==> src/rtl/bcd_display_driver.sv <==
// Four-digit multiplexed seven-segment driver for a BCD converter result.
// Captures a stable, synchronised result and scans it out one digit per refresh slot.

module bcd_display_driver #(
   parameter int unsigned REFRESH_DIV   = 50000,
   parameter int unsigned BLANK_LEADING = 1
) (
   input  logic        clk,
   input  logic        reset,
   input  logic [27:0] BCD_code,
   input  logic        BCD_ready,
   output logic [3:0]  anodes,
   output logic [6:0]  segments,
   output logic        display_valid,
   output logic        digit_error
);

   localparam int unsigned CW = (REFRESH_DIV > 1) ? $clog2(REFRESH_DIV) : 1;
   localparam logic [CW-1:0] CNT_LAST = CW'(REFRESH_DIV - 1);

   typedef enum logic {
      WAIT_DATA = 1'b0,
      SCAN      = 1'b1
   } state_t;

   state_t        state_q, state_d;
   logic          rdy_meta_q, rdy_meta_d;
   logic          rdy_s_q, rdy_s_d;
   logic [15:0]   samp_q, samp_d;
   logic [15:0]   samp_prev_q, samp_prev_d;
   logic [15:0]   disp_q, disp_d;
   logic          digit_error_q, digit_error_d;
   logic [CW-1:0] cnt_q, cnt_d;
   logic [1:0]    idx_q, idx_d;
   logic [3:0]    anodes_q, anodes_d;
   logic [6:0]    segments_q, segments_d;

   logic          capture;
   logic          slot_start;
   logic [3:0]    samp_bad;
   logic [3:0]    next_digit [4];
   logic [3:0]    next_blank;
   logic [3:0]    sel_digit;
   logic          sel_blank;
   logic          unused_low;

   assign unused_low = ^BCD_code[11:0];

   function automatic logic [6:0] seg_decode(input logic [3:0] d);
      case (d)
         4'd0:    return 7'b1000000;
         4'd1:    return 7'b1111001;
         4'd2:    return 7'b0100100;
         4'd3:    return 7'b0110000;
         4'd4:    return 7'b0011001;
         4'd5:    return 7'b0010010;
         4'd6:    return 7'b0000010;
         4'd7:    return 7'b1111000;
         4'd8:    return 7'b0000000;
         4'd9:    return 7'b0010000;
         default: return 7'b0111111;
      endcase
   endfunction

   // Per-digit checks: validity of the sample, and blanking of the value about to be shown.
   genvar gi;
   generate
      for (gi = 0; gi < 4; gi++) begin : g_digit
         assign samp_bad[gi]   = (samp_q[4*gi +: 4] > 4'd9);
         assign next_digit[gi] = disp_d[4*gi +: 4];
         if (gi == 0) begin : g_units
            assign next_blank[gi] = 1'b0;
         end else begin : g_upper
            assign next_blank[gi] = (BLANK_LEADING != 0) && (disp_d[15:4*gi] == '0);
         end
      end
   endgenerate

   // A result is accepted only once it has been seen unchanged on two consecutive edges.
   assign capture = rdy_s_q && (samp_q == samp_prev_q);

   always_comb begin
      rdy_meta_d    = BCD_ready;
      rdy_s_d       = rdy_meta_q;
      samp_d        = BCD_code[27:12];
      samp_prev_d   = samp_q;
      disp_d        = disp_q;
      digit_error_d = digit_error_q;
      if (capture) begin
         disp_d        = samp_q;
         digit_error_d = |samp_bad;
      end
   end

   always_comb begin
      state_d    = state_q;
      cnt_d      = cnt_q;
      idx_d      = idx_q;
      anodes_d   = anodes_q;
      segments_d = segments_q;
      slot_start = 1'b0;
      sel_digit  = 4'd0;
      sel_blank  = 1'b0;

      case (state_q)
         WAIT_DATA: begin
            cnt_d      = '0;
            idx_d      = 2'd0;
            anodes_d   = 4'b1111;
            segments_d = 7'b1111111;
            if (capture) begin
               state_d    = SCAN;
               slot_start = 1'b1;
            end
         end
         SCAN: begin
            if (cnt_q == CNT_LAST) begin
               cnt_d      = '0;
               idx_d      = idx_q + 2'd1;
               slot_start = 1'b1;
            end else begin
               cnt_d = cnt_q + 1'b1;
            end
         end
      endcase

      // Drive lines only change at a slot boundary, so a capture mid-slot shows from the next slot.
      if (slot_start) begin
         sel_digit  = next_digit[idx_d];
         sel_blank  = next_blank[idx_d];
         anodes_d   = sel_blank ? 4'b1111 : ~(4'b0001 << idx_d);
         segments_d = sel_blank ? 7'b1111111 : seg_decode(sel_digit);
      end
   end

   always_ff @(posedge clk or negedge reset) begin
      if (!reset) begin
         state_q       <= WAIT_DATA;
         rdy_meta_q    <= 1'b0;
         rdy_s_q       <= 1'b0;
         samp_q        <= '0;
         samp_prev_q   <= '0;
         disp_q        <= '0;
         digit_error_q <= 1'b0;
         cnt_q         <= '0;
         idx_q         <= 2'd0;
         anodes_q      <= 4'b1111;
         segments_q    <= 7'b1111111;
      end else begin
         state_q       <= state_d;
         rdy_meta_q    <= rdy_meta_d;
         rdy_s_q       <= rdy_s_d;
         samp_q        <= samp_d;
         samp_prev_q   <= samp_prev_d;
         disp_q        <= disp_d;
         digit_error_q <= digit_error_d;
         cnt_q         <= cnt_d;
         idx_q         <= idx_d;
         anodes_q      <= anodes_d;
         segments_q    <= segments_d;
      end
   end

   assign anodes        = anodes_q;
   assign segments      = segments_q;
   assign display_valid = (state_q == SCAN);
   assign digit_error   = digit_error_q;

endmodule

==> config.mk <==
export PLATFORM = sky130hd
export DESIGN_NAME = bcd_display_driver
export DESIGN_NICKNAME = d
export VERILOG_FILES = /design/src/rtl/bcd_display_driver.sv
export SDC_FILE = /design/constraint.sdc
export NUM_CORES = 1
export LEC_CHECK = 0
export CORE_AREA = 2 2 97 99
export DETAILED_ROUTE_END_ITERATION = 16
export DIE_AREA = 0 0 99 101
export PLACE_DENSITY = 0.62
export SYNTH_ARGS = -nofsm -noshare
export SYNTH_HDL_FRONTEND = slang
export SYNTH_SLANG_ARGS = --single-unit
==> constraint.sdc <==
create_clock -name clk -period 7.6 [get_ports clk]
set_input_delay 1.9 -clock clk [delete_from_list [all_inputs] [get_ports clk]]
set_output_delay 1.9 -clock clk [all_outputs]
set_load 0.01 [all_outputs]
### After elaboration in Yosys (flattened, before gate mapping)

Memory sizes are Yosys's and may differ from the RTL's.
Cells that the tools add are included.

| word-level totals | value |
|---|---|
| register bits | 81 |
| latch bits | 0 |
| bits in writable memories | 0 |
| memory bits (read-only) | 112 |
| input bits | 31 |
| output and inout port bits | 13 |
| logic and storage cells | 52 |
| memories | 1 |

Memories:

| name | depth | width | read ports | clocked after Yosys merged registers in | wr ports | line | text |
|---|---|---|---|---|---|---|---|
| (no name shown) | 16 | 7 | 1 | 0 | 0 | 50 | `case (d)` |

| cells by class | value |
|---|---|
| add/subtract/negate cells | 2 |
| multipliers | 0 |
| div/mod/pow operators | 0 |
| magnitude comparators | 6 |
| equal/unequal tests | 3 |
| shift-type cells | 1 |
| multiplexer cells | 20 |
| bitwise operators | 3 |
| reduce and logical (&&, ||, !) cells | 5 |

Operators by type and width:

| operator | number |
|---|---|
| $mux 16 | 2 |
| $pmux 16 s2 | 1 |
| $mux 7 | 3 |
| $mux 4 | 5 |
| $add 16x1->16 const B | 1 |
| $eq 16x16->1 | 1 |
| $eq 16x16->1 const B | 1 |
| $gt 4x4->1 const B | 4 |
| $logic_not 12->1 | 1 |
| $bmux 4 s2 | 1 |
| $logic_not 8->1 | 1 |
| $logic_not 4->1 | 1 |
| $mux 1 | 4 |
| $not 4->4 | 1 |
| $pmux 2 s2 | 1 |
| $reduce_or 4->1 | 1 |
| $shl 1x2->4 const A | 1 |
| $ge 3x3->1 const B | 1 |
| $lt 2x3->1 const B | 1 |
| $not 2->3 | 1 |
| $add 2x1->2 const B | 1 |
| $bmux 1 s2 | 1 |
| $mux 2 | 1 |
| $ne 2x1->1 const B | 1 |
| 3 further kinds | 3 |

### Longest topological paths before layout

Gate-level depths: netlist of the first run.
An unclocked memory read counts as a cell.

| logic depth | value |
|---|---|
| depth after elaboration | 10 |
| mapped depth | 13 |
| depth with buffers taken out | 13 |

### Worst setup path before layout of the first run

Ideal clock, no wire load.

| path | value |
|---|---|
| path kind | reg-to-reg |
| start point | register samp_q[6], in the netlist samp_prev_d[6] |
| end point | register segments_q[0], in the netlist segments[0] |
| setup time | 0.078 ns |
| data arrival time | 2.926 ns |
| data required time | 7.522 ns |
| setup slack | 4.595 ns |
| stages on the path, launching flop included | 14 |
| path buffers | 2 |
| cell sequence | dfrtp_1 > xor2_1 > nor4_1 > and3_1 > buf_6 > nand2_8 > buf_6 > mux2_4 > a222oi_1 > inv_1 > ha_1 > mux2_1 > nand2_1 > a21oi_2 |

| between the ends | value |
|---|---|
| cells in the longest elaborated chain, start to end | 9 |
| elaborated cells on any way between the ends | 17 |
| classes of those cells | eq/ne (2); mux (10); reduce/logical (4); memory (1) |

RTL lines:

| element | line | text |
|---|---|---|
| start, declared | 29 | `logic [15:0] samp_q, samp_d;` |
| start signal, assigned | 153 | `samp_q <= samp_d;` |
| $eq 16x16->1 * | 80 | `assign capture = rdy_s_q && (samp_q == samp_prev_q);` |
| $logic_and 1x1->1 * | 80 |  |
| $mux 16 * | 89 | `if (capture) begin` |
| net disp_d[8] | 31 | `logic [15:0] disp_q, disp_d;` |
| $bmux 4 s2 | 129 | `sel_digit = next_digit[idx_d];` |
| $mux 4 (implied by the code) (2 in a row) | 129 |  |
| $mem_v2 16x7 | n/a |  |
| $mux 7 * | 132 | `segments_d = sel_blank ? 7'b1111111 : seg_decode(sel_digit);` |
| $mux 7 * | 128 | `if (slot_start) begin` |
| end signal, assigned | 160 | `segments_q <= segments_d;` |
| end, declared | 36 | `logic [6:0] segments_q, segments_d;` |

Mark *: on every way through the listed nets, which the timed path passes. The rest lies on a longest branch. The select of a mux whose other input is x is not followed.
A chain may end at the register's enable or synchronous reset.

### Worst setup path in the final report of the first run

| path | value |
|---|---|
| start point | register cnt_q[12] |
| end point | register segments_q[0], in the netlist segments[0] |

| between the ends | value |
|---|---|
| cells in the longest elaborated chain, start to end | 10 |
| elaborated cells on any way between the ends | 15 |
| classes of those cells | eq/ne (2); mux (11); bitwise (1); memory (1) |

RTL lines:

| element | line | text |
|---|---|---|
| start, declared | 33 | `logic [CW-1:0] cnt_q, cnt_d;` |
| start signal, assigned | 157 | `cnt_q <= cnt_d;` |
| $eq 16x16->1 * | 117 | `if (cnt_q == CNT_LAST) begin` |
| $mux 2 * | 117 |  |
| $pmux 2 s2 * | 105 | `case (state_q)` |
| net idx_d[0] | 34 | `logic [1:0] idx_q, idx_d;` |
| $not 2->3 (implied by the code) | 129 |  |
| $bmux 4 s2 | 129 |  |
| $mux 4 (implied by the code) (2 in a row) | 129 |  |
| $mem_v2 16x7 | n/a |  |
| $mux 7 * | 132 |  |
| $mux 7 * | 128 |  |

Marks and branches as above.

==> impl_metrics.env, run 1 <==
export IMPL_status="completed"
export IMPL_cts_made_buffers=9
export IMPL_dp_slack_ns=4.01
export IMPL_power_density_nw_per_um2=194
export IMPL_setup_tns_ns=0
export IMPL_finish_utilization=0.457
export IMPL_start_util=0.391
export IMPL_dp_cells=418
export IMPL_cts_root_buf="clkbuf_8"
export IMPL_antenna_cells=0
export IMPL_hold_violations=0
export IMPL_hold_path_class="reg2reg"
export IMPL_wl_um=6450
export IMPL_power_leakage_nw=1.79
export IMPL_cts_tree="done"
export IMPL_drt_vias_per_instance=5.13
export IMPL_reg2regPathDepth=12
export IMPL_fillers=830
export IMPL_slew_viol_final=0
export IMPL_synth_ff_type="dfrtp_1"
export IMPL_syn_num_nets=323
export IMPL_ir_worst_vdd_mv=0.0976
export IMPL_gp_congestion=0.812
export IMPL_synth_edf_count=0
export IMPL_first_global_vias=2222
export IMPL_syn_area_um2=3510
export IMPL_slew_headroom=0.194
export IMPL_synthDistinctLibCells=50
export IMPL_clk_latency_ns=0.36
export IMPL_nets=356
export IMPL_grt_usage=0.143
export IMPL_die_area_um2=10000
export IMPL_drc=0
export IMPL_post_cts_resized=0
export IMPL_worst_ep_required_time_ns=7.89
export IMPL_worst_slew_pin_slew_ns=1.21
export IMPL_grt_pass1_wl_um=11100
export IMPL_cts_sinks=81
export IMPL_yosysTopAreaCellShare=0.499
export IMPL_synthArstFlopShare=1.00
export IMPL_vias=2227
export IMPL_final_cell_mix="70 x dfrtp_1, 32 x nor2_1, 30 x clkdlybuf4s50_1"
export IMPL_coreArea_um2=8980
export IMPL_startpoint_type="flop"
export IMPL_maxClockFrequency_mhz=278
export IMPL_rsz0062_at_grt="no"
export IMPL_die_y_um=101
export IMPL_yosysWarnings=0
export IMPL_die_x_um=99
export IMPL_fp_row_count=35
export IMPL_fin_crit_ns=3.59
export IMPL_fin_crit_sh=0.473
export IMPL_final_common_cell="dfrtp_1"
export IMPL_drtIter0Drc=184
export IMPL_ant_nets=0
export IMPL_grt_start_max_net_pins=82
export IMPL_dpl_instance_area_um2=3900
export IMPL_skew_ns=0.00777
export IMPL_power_uw=794
export IMPL_place_hpwl_um=4320
export IMPL_area_growth_pct=16.9
export IMPL_holdPathStages=0
export IMPL_finalSetupViolations=0
export IMPL_routedWlPerCell_um=14.9
export IMPL_ctsHoldBuffers=0
export IMPL_netlist_instances=285
export IMPL_port_buffers=31
export IMPL_clk_pin_slew_worst_paths_ns=0.09
export IMPL_ys_top_cells_by_area="dfrtp_1 50%, dfstp_2 8.2%, xnor2_1 5.0%"
export IMPL_end_kind="flop"
export IMPL_r2r_setup_slack_ns=4.01
export IMPL_synth_largest_area_cell="dfrtp_1"
export IMPL_ys_seq_area_frac=0.582
export IMPL_post_cts_setup_buffers=0
export IMPL_clockBufferDepth=2
export IMPL_crit_type="reg2reg"
export IMPL_final_cell_area_um2=4100
export IMPL_antenna_found_initial=0
export IMPL_syn_area_per_cell_um2=12.3
export IMPL_cap_viol_max_count=0
export IMPL_hold_slack_ns=0.353
export IMPL_worstPathMaxFanout=6
export IMPL_cts_htree_levels=3
export IMPL_synth_seq_cells=81
export IMPL_post_layout_nonfiller_instances=434
export IMPL_finalWorstSetupSlack_ns=4.01
export IMPL_drtPass1Iterations=4
export IMPL_ios=44
export IMPL_grt_overflow=0
export IMPL_worstPathArrival_ns=3.88
export IMPL_drive_gt1_frac=0.158
[synth_stat cells, types with 2 or more instances]
cell type,instances
mux2i_1,3
a211o_1,2
nor4_1,8
inv_1,7
nor2_1,32
nand2b_1,2
nand3_1,9
a222oi_1,4
ha_1,7
nand4_1,4
xor2_1,12
mux2_2,11
and2_1,3
nor3_1,4
o211ai_1,2
dfstp_2,11
nand2_1,13
mux2_1,2
and3_1,8
mux2_4,2
a31oi_1,3
a21o_1,4
dfrtp_1,70
o21ai_0,4
nor2b_1,2
mux4_2,2
a21oi_1,7
xnor2_1,20
clkbuf_1,5
buf_6,2
[report_power, final]
part | internal (mW) | total [mW] | switching [mW]
Sequential | 0.440 | 0.449 | 0.00921
Combinational | 0.0143 | 0.0276 | 0.0133
Clock | 0.154 | 0.317 | 0.163
Total | 0.609 | 0.794 | 0.185
[registers in the layout, indices dropped and copies added (netlist names)]
register and flops:
cnt_q 16, disp_q 16, samp_prev_d 16, samp_prev_q 16, segments 7, anodes 4, idx_q 2, digit_error 1
display_valid 1, rdy_meta_q 1, rdy_s_q 1
[layout make-up]
type	instances	area, um^2	share of cell area
Sequential cell	81	2040	0.498
Multi-Input combinational cell	188	1390	0.338
Timing Repair Buffer	31	308	0.0750
Tap cell	111	139	0.0339
Clock buffer	9	124	0.0302
Clock inverter	7	76.3	0.0186
Inverter	7	26.3	0.00641
[worst max-delay path: stages (launching register included)]
cell and delay [ns]:
dfrtp_1 0.42, nor4bb_1 0.49, nand4_2 0.27, xnor2_1 0.20
nand2_1 0.14, inv_1 0.21, a21oi_1 0.15, a222oi_1 0.76
inv_1 0.19, ha_1 0.24, mux2_1 0.29, nand2_1 0.08
a21oi_2 0.06
[path summary, 6_finish.rpt]
check | start | to
worst max-delay path | cnt_q[12]$_DFF_PN0_ | segments[0]$_DFFE_PN1P_
worst min-delay path | rdy_meta_q$_DFF_PN0_ | rdy_s_q$_DFF_PN0_
worst max register to register | cnt_q[12]$_DFF_PN0_ | segments[0]$_DFFE_PN1P_
worst min register to register | rdy_meta_q$_DFF_PN0_ | rdy_s_q$_DFF_PN0_
max in group asynchronous | reset | disp_q[10]$_DFF_PN0_
min in group asynchronous | reset | cnt_q[8]$_DFF_PN0_
[layer usage]
metal	up-vias	global-route usage	wire length, um	part of all wire
met5	-	0	0	0
met2	51	0.213	2960	0.46
met3	9	0.0506	288	0.045
met1	1097	0.195	3080	0.48
met4	0	0.0506	121	0.019
li1	1070	-	-	-
[cells by family (layout without fill, tap and decap cells)]
family                   count (synthesis)  in the layout  share of synthesized area
buffers and inverters                   16             54                     0.0228
flip-flops                              81             81                      0.582
XOR/XNOR                                32             32                     0.0799
adder cells (fa/ha/maj)                  7              7                     0.0250
AO/OA/AOI/OAI                           34             34                     0.0710
AND/OR/NAND/NOR                         95             95                      0.148
multiplexers                            20             20                     0.0717
Note: power is estimated with default switching activity, not from simulation.
==> run 2, diff against run 1 <==
--- a/config.mk
+++ b/config.mk
@@ -8,7 +8,7 @@
 export CORE_AREA = 2 2 97 99
 export DETAILED_ROUTE_END_ITERATION = 16
 export DIE_AREA = 0 0 99 101
-export PLACE_DENSITY = 0.62
+export PLACE_DENSITY = 0.64
 export SYNTH_ARGS = -nofsm -noshare
 export SYNTH_HDL_FRONTEND = slang
 export SYNTH_SLANG_ARGS = --single-unit
==> constraint.sdc (replaced) <==
create_clock -name clk -period 3.25 [get_ports clk]
set_input_delay 0.8125 -clock clk [delete_from_list [all_inputs] [get_ports clk]]
set_output_delay 0.8125 -clock clk [all_outputs]
set_load 0.01 [all_outputs]
==> run 2 against run 1 <==
  * Largest cell class unchanged
  * First-iteration DRC count shrank 22%
  * Register-to-register slack lost 3.8 ns
  * Critical path depth is the same
  * Highest routed layer unchanged
  * Worst setup slack lost 3.8 ns
  * Routed wire length grew 0.67%
==> impl_metrics.env, run 2 (synthesis gave the netlist of run 1 again) <==
export IMPL_status="completed"
export IMPL_path_buf_inv=2
export IMPL_fin_crit_ns=3.00
export IMPL_die_x_um=99
export IMPL_end_kind="flop"
export IMPL_clockBufferDepth=2
export IMPL_hold_slack_ns=0.354
export IMPL_ios=44
export IMPL_cts_tree="done"
export IMPL_clk_pin_slew_worst_paths_ns=0.08
export IMPL_drt_vias_per_instance=5.02
export IMPL_reg2reg_to="segments[0]$_DFFE_PN1P_"
export IMPL_power_leakage_nw=1.88
export IMPL_maxClockFrequency_mhz=333
export IMPL_finish_utilization=0.473
export IMPL_die_y_um=101
export IMPL_nets=372
export IMPL_setup_tns_ns=0
export IMPL_ir_worst_vdd_mv=0.331
export IMPL_cap_viol_max_count=0
export IMPL_grt_pass1_wl_um=11200
export IMPL_holdPathStages=0
export IMPL_cts_root_buf="clkbuf_8"
export IMPL_fin_crit_sh=0.924
export IMPL_r2r_start="cnt_q[12]$_DFF_PN0_"
export IMPL_hold_end="rdy_s_q$_DFF_PN0_"
export IMPL_r2r_setup_slack_ns=0.25
export IMPL_drc=0
export IMPL_hp_start="rdy_meta_q$_DFF_PN0_"
export IMPL_post_layout_nonfiller_instances=450
export IMPL_cp_depth=12
export IMPL_area_growth_pct=21.0
export IMPL_start_util=0.391
export IMPL_port_buffers=31
export IMPL_grt_usage=0.143
export IMPL_antenna_found_initial=0
export IMPL_final_common_cell="dfrtp_1"
export IMPL_slew_viol_final=0
export IMPL_ant_nets=0
export IMPL_routedWlPerCell_um=14.4
export IMPL_drive_gt1_frac=0.204
export IMPL_drtIter0Drc=144
export IMPL_wl_um=6500
export IMPL_clk_latency_ns=0.34
export IMPL_worstPathArrival_ns=3.28
export IMPL_slowest_delay_ns=0.45
export IMPL_skew_ns=0.00666
export IMPL_dp_slack_ns=0.157
export IMPL_drtPass1Iterations=4
export IMPL_worstPathMaxFanout=6
export IMPL_cts_made_buffers=9
export IMPL_final_cell_mix="70 x dfrtp_1, 32 x nor2_1, 30 x clkdlybuf4s50_1"
export IMPL_vias=2260
export IMPL_coreArea_um2=8980
export IMPL_fp_row_count=35
export IMPL_reg2regPathDepth=12
export IMPL_path_cells="nor4bb_2 -> and4_1 -> nand2_1 -> xnor2_1 -> a21oi_1 -> a222oi_1 -> buf_4 -> buf_4 -> ha_1 -> mux2_1 -> nand2_1 -> a21oi_2"
export IMPL_place_hpwl_um=4530
export IMPL_path_delay_family="simple AND/OR/NAND/NOR gates"
export IMPL_cts_sinks=81
export IMPL_finalWorstSetupSlack_ns=0.246
export IMPL_ctsHoldBuffers=0
export IMPL_crit_type="reg2reg"
export IMPL_grt_start_max_net_pins=82
export IMPL_first_global_vias=2284
export IMPL_worst_slew_pin_slew_ns=0.986
export IMPL_dp_cells=433
export IMPL_gp_congestion=0.869
export IMPL_finalSetupViolations=0
export IMPL_cts_htree_levels=3
export IMPL_worst_ep_required_time_ns=3.53
export IMPL_startpoint_type="flop"
export IMPL_hold_violations=0
export IMPL_antenna_cells=0
export IMPL_die_area_um2=10000
export IMPL_hold_path_class="reg2reg"
export IMPL_crit_slowest_cell="a21oi_1"
export IMPL_slew_headroom=0.343
export IMPL_power_density_nw_per_um2=450
export IMPL_grt_overflow=0
run 2: layout make-up:
cell class	count	area, um^2
tap	111	139
sequential	81	2040
clock buffer	9	124
inverter	7	26.3
fill	817	4730
clock inverter	7	93.8
timing repair buffer	47	428
multi-input combinational	188	1400
run 2: where the power goes:
part	leakage (nW)	switching, mW	internal (mW)
Clock	0.106	0.362	0.432
Sequential	1.02	0.0185	1.03
Combinational	0.755	0.0340	0.0366
Total	1.88	0.415	1.50
run 2: layer usage:
layer | wire, um | global-route usage | up-vias
met5 | 0 | 0 | -
met4 | 52 | 0.0443 | 0
met3 | 297 | 0.0374 | 5
met2 | 3110 | 0.228 | 47
met1 | 3040 | 0.192 | 1106
li1 | - | - | 1102
run 2: how the worst max path moves through the flow:
stage / startpoint / endpoint
6_report: cnt_q[12]$_DFF_PN0_ / segments[0]$_DFFE_PN1P_
5_1_grt: cnt_q[12]$_DFF_PN0_ / segments[0]$_DFFE_PN1P_
4_1_cts: samp_prev_d[11]$_DFF_PN0_ / segments[0]$_DFFE_PN1P_
3_5_place_dp: samp_prev_d[11]$_DFF_PN0_ / segments[0]$_DFFE_PN1P_
3_3_place_gp: samp_prev_d[11]$_DFF_PN0_ / segments[0]$_DFFE_PN1P_
2_1_floorplan: samp_prev_d[6]$_DFF_PN0_ / segments[0]$_DFFE_PN1P_
run 2: stage by stage:
step / area (um^2) / power (mW)
floorplan: 3510 / 1.09
global placement: 4010 / 1.14
detailed placement: 4010 / 1.14
CTS: 4230 / 1.95
global route: 4250 / 2.00
finish: 4250 / 1.91
run 2: repair_timing:
action                     4_1_cts  5_1_grt
setup buffers                    0        1
setup endpoints to repair        0        5
gates resized for setup          0        2
==> run 3, diff against run 2 <==
--- a/config.mk
+++ b/config.mk
@@ -6,9 +6,11 @@
 export NUM_CORES = 1
 export LEC_CHECK = 0
 export CORE_AREA = 2 2 97 99
+export CTS_CLUSTER_DIAMETER = 80
 export DETAILED_ROUTE_END_ITERATION = 16
 export DIE_AREA = 0 0 99 101
-export PLACE_DENSITY = 0.64
+export DONT_BUFFER_PORTS = 1
+export PLACE_DENSITY = 0.58
 export SYNTH_ARGS = -nofsm -noshare
 export SYNTH_HDL_FRONTEND = slang
 export SYNTH_SLANG_ARGS = --single-unit
==> run 3 against run 2 <==
  * Critical path type unchanged
  * Sequential power about the same
  * Fmax about the same
  * Utilization decreased by 3.8 points
  * Clock skew rose by 0.0072 ns
  * Critical path depth shrank 1
  * Cell count is 7.6% lower
  * Largest power group unchanged
==> impl_metrics.env, run 3 (synthesis gave the netlist of run 1 again) <==
export IMPL_post_cts_setup_buffers=0
export IMPL_cts_root_buf="clkbuf_8"
export IMPL_ctsHoldBuffers=0
export IMPL_grt_start_max_net_pins=82
export IMPL_antenna_found_initial=0
export IMPL_dp_cells=400
export IMPL_drt_vias_per_instance=5.20
export IMPL_cap_viol_max_count=0
export IMPL_wl_um=6550
export IMPL_port_buffers=0
export IMPL_path_cells="nor4b_2 -> and4_1 -> nand2_1 -> xnor2_1 -> a21oi_1 -> a222oi_1 -> inv_1 -> ha_1 -> mux2_1 -> nand2_1 -> a21oi_2"
export IMPL_worst_slew_pin_slew_ns=0.819
export IMPL_startpoint_type="flop"
export IMPL_p_clk_frac=0.415
export IMPL_cts_tree="done"
export IMPL_final_cell_mix="70 x dfrtp_1, 32 x nor2_1, 20 x xnor2_1"
export IMPL_hold_slack_ns=0.139
export IMPL_area_growth_pct=11.2
export IMPL_post_layout_nonfiller_instances=416
export IMPL_cts_made_buffers=9
export IMPL_gp_congestion=0.846
export IMPL_p_int_mw=1.42
export IMPL_final_common_cell="dfrtp_1"
export IMPL_cts_sinks=81
export IMPL_vias=2162
export IMPL_grt_usage=0.144
export IMPL_finalSetupViolations=0
export IMPL_drc=0
export IMPL_power_leakage_nw=1.74
export IMPL_drtPass1Iterations=4
export IMPL_end_kind="flop"
export IMPL_crit_slowest_cell="a222oi_1"
export IMPL_worst_ep_required_time_ns=3.54
export IMPL_nets=338
export IMPL_p_switching_uw=430
export IMPL_grt_overflow=0
export IMPL_fin_crit_ns=3.00
export IMPL_cp_common_cell="nand2_1"
export IMPL_die_area_um2=10000
export IMPL_final_cell_area_um2=3900
export IMPL_first_global_vias=2107
export IMPL_fillers=854
export IMPL_worstPathArrival_ns=3.29
export IMPL_pwr_share_seq=0.567
export IMPL_hold_violations=0
export IMPL_clockBufferDepth=2
export IMPL_slew_viol_final=0
export IMPL_die_y_um=101
export IMPL_drive_gt1_frac=0.213
export IMPL_ios=44
export IMPL_fp_row_count=35
export IMPL_crit_type="reg2reg"
export IMPL_fin_crit_sh=0.923
export IMPL_drtIter0Drc=112
export IMPL_reg2regPathDepth=11
export IMPL_clk_pin_slew_worst_paths_ns=0.10
export IMPL_clk_latency_ns=0.36
export IMPL_dpl_instance_area_um2=3690
export IMPL_skew_ns=0.0139
export IMPL_rsz0062_at_grt="no"
export IMPL_setup_tns_ns=0
export IMPL_coreArea_um2=8980
export IMPL_place_hpwl_um=4490
export IMPL_ant_nets=0
export IMPL_power_frac_comb=0.018
export IMPL_slew_headroom=0.453
export IMPL_routedWlPerCell_um=15.7
export IMPL_slowest_delay_ns=0.48
export IMPL_ir_worst_vdd_mv=0.297
export IMPL_status="completed"
export IMPL_die_x_um=99
export IMPL_power_density_nw_per_um2=474
export IMPL_switching_share=0.233
export IMPL_maxClockFrequency_mhz=333
export IMPL_post_cts_resized=0
export IMPL_worstPathMaxFanout=6
export IMPL_cts_htree_levels=3
export IMPL_start_util=0.391
export IMPL_grt_pass1_wl_um=11100
export IMPL_antenna_cells=0
export IMPL_power_mw=1.85
export IMPL_hold_path_class="in2async"
[run 3: cell types whose count changed in the layout (fill, tap and decap cells not counted), sizes merged]
cell and change:
buf -4, clkdlybuf4s50 -30, bufinv -1, inv +4, clkinv -1, clkinvlp -2
[run 3: worst max-delay path, delay by kind of cell (launching register included)]
kind	cells	cell delay, ns
DFF	1	0.45
adders and majority gates	1	0.22
buffers and inverters	1	0.15
xor gates and xnor gates	1	0.21
muxes	1	0.29
AOI/OAI and AO/OA	3	0.75
and+or+nand+nor	4	0.87
[run 3: through the flow]
stage / setup WS, ns / utilization
2_1_floorplan: 0.245 / -
3_3_place_gp: 0.150 / 0.411
3_5_place_dp: 0.162 / 0.411
4_1_cts: 0.122 / 0.434
5_1_grt: 0.0225 / 0.435
6_report: 0.249 / 0.435
[run 3: cell type report]
class                   count  area (um^2)  area share
flip-flops and latches     81         2040       0.523
multi-input cells         188         1390       0.357
well taps                 111          139      0.0356
clock buffers               9          124      0.0317
repair buffers             13         97.6      0.0250
clock inverters             7         81.3      0.0208
inverters                   7         26.3     0.00673
[run 3: layer usage]
metal  GRT usage  wire [um]  part of all wire  vias to the layer above
met4      0.0516        125             0.019                        0
met3      0.0534        415             0.063                       14
met5           0          0                 0                        -
li1            -          -                 -                     1032
met1       0.191       2970              0.45                     1057
met2       0.218       3040              0.46                       59
[run 3: worst paths after layout]
kind	from	endpoint	slack, ns
setup / recovery	cnt_q[7]$_DFF_PN0_	segments[0]$_DFFE_PN1P_	0.25
hold / removal	reset	samp_prev_d[15]$_DFF_PN0_	0.14
setup reg to reg	cnt_q[7]$_DFF_PN0_	segments[0]$_DFFE_PN1P_	0.25
hold reg to reg	rdy_meta_q$_DFF_PN0_	rdy_s_q$_DFF_PN0_	0.36
max in group asynchronous	reset	segments[5]$_DFFE_PN1P_	2.91
min in group clk	rdy_meta_q$_DFF_PN0_	rdy_s_q$_DFF_PN0_	0.36
[run 3: power groups by stage]
stage / logic [mW] / registers (mW) / clock network [mW]
finish: 0.0328 / 1.05 / 0.768
global route: 0.0365 / 1.05 / 0.838
CTS: 0.0332 / 1.05 / 0.796
detailed placement: 0.0328 / 1.07 / 0
global placement: 0.0326 / 1.07 / 0
floorplan: 0.0231 / 1.06 / 0
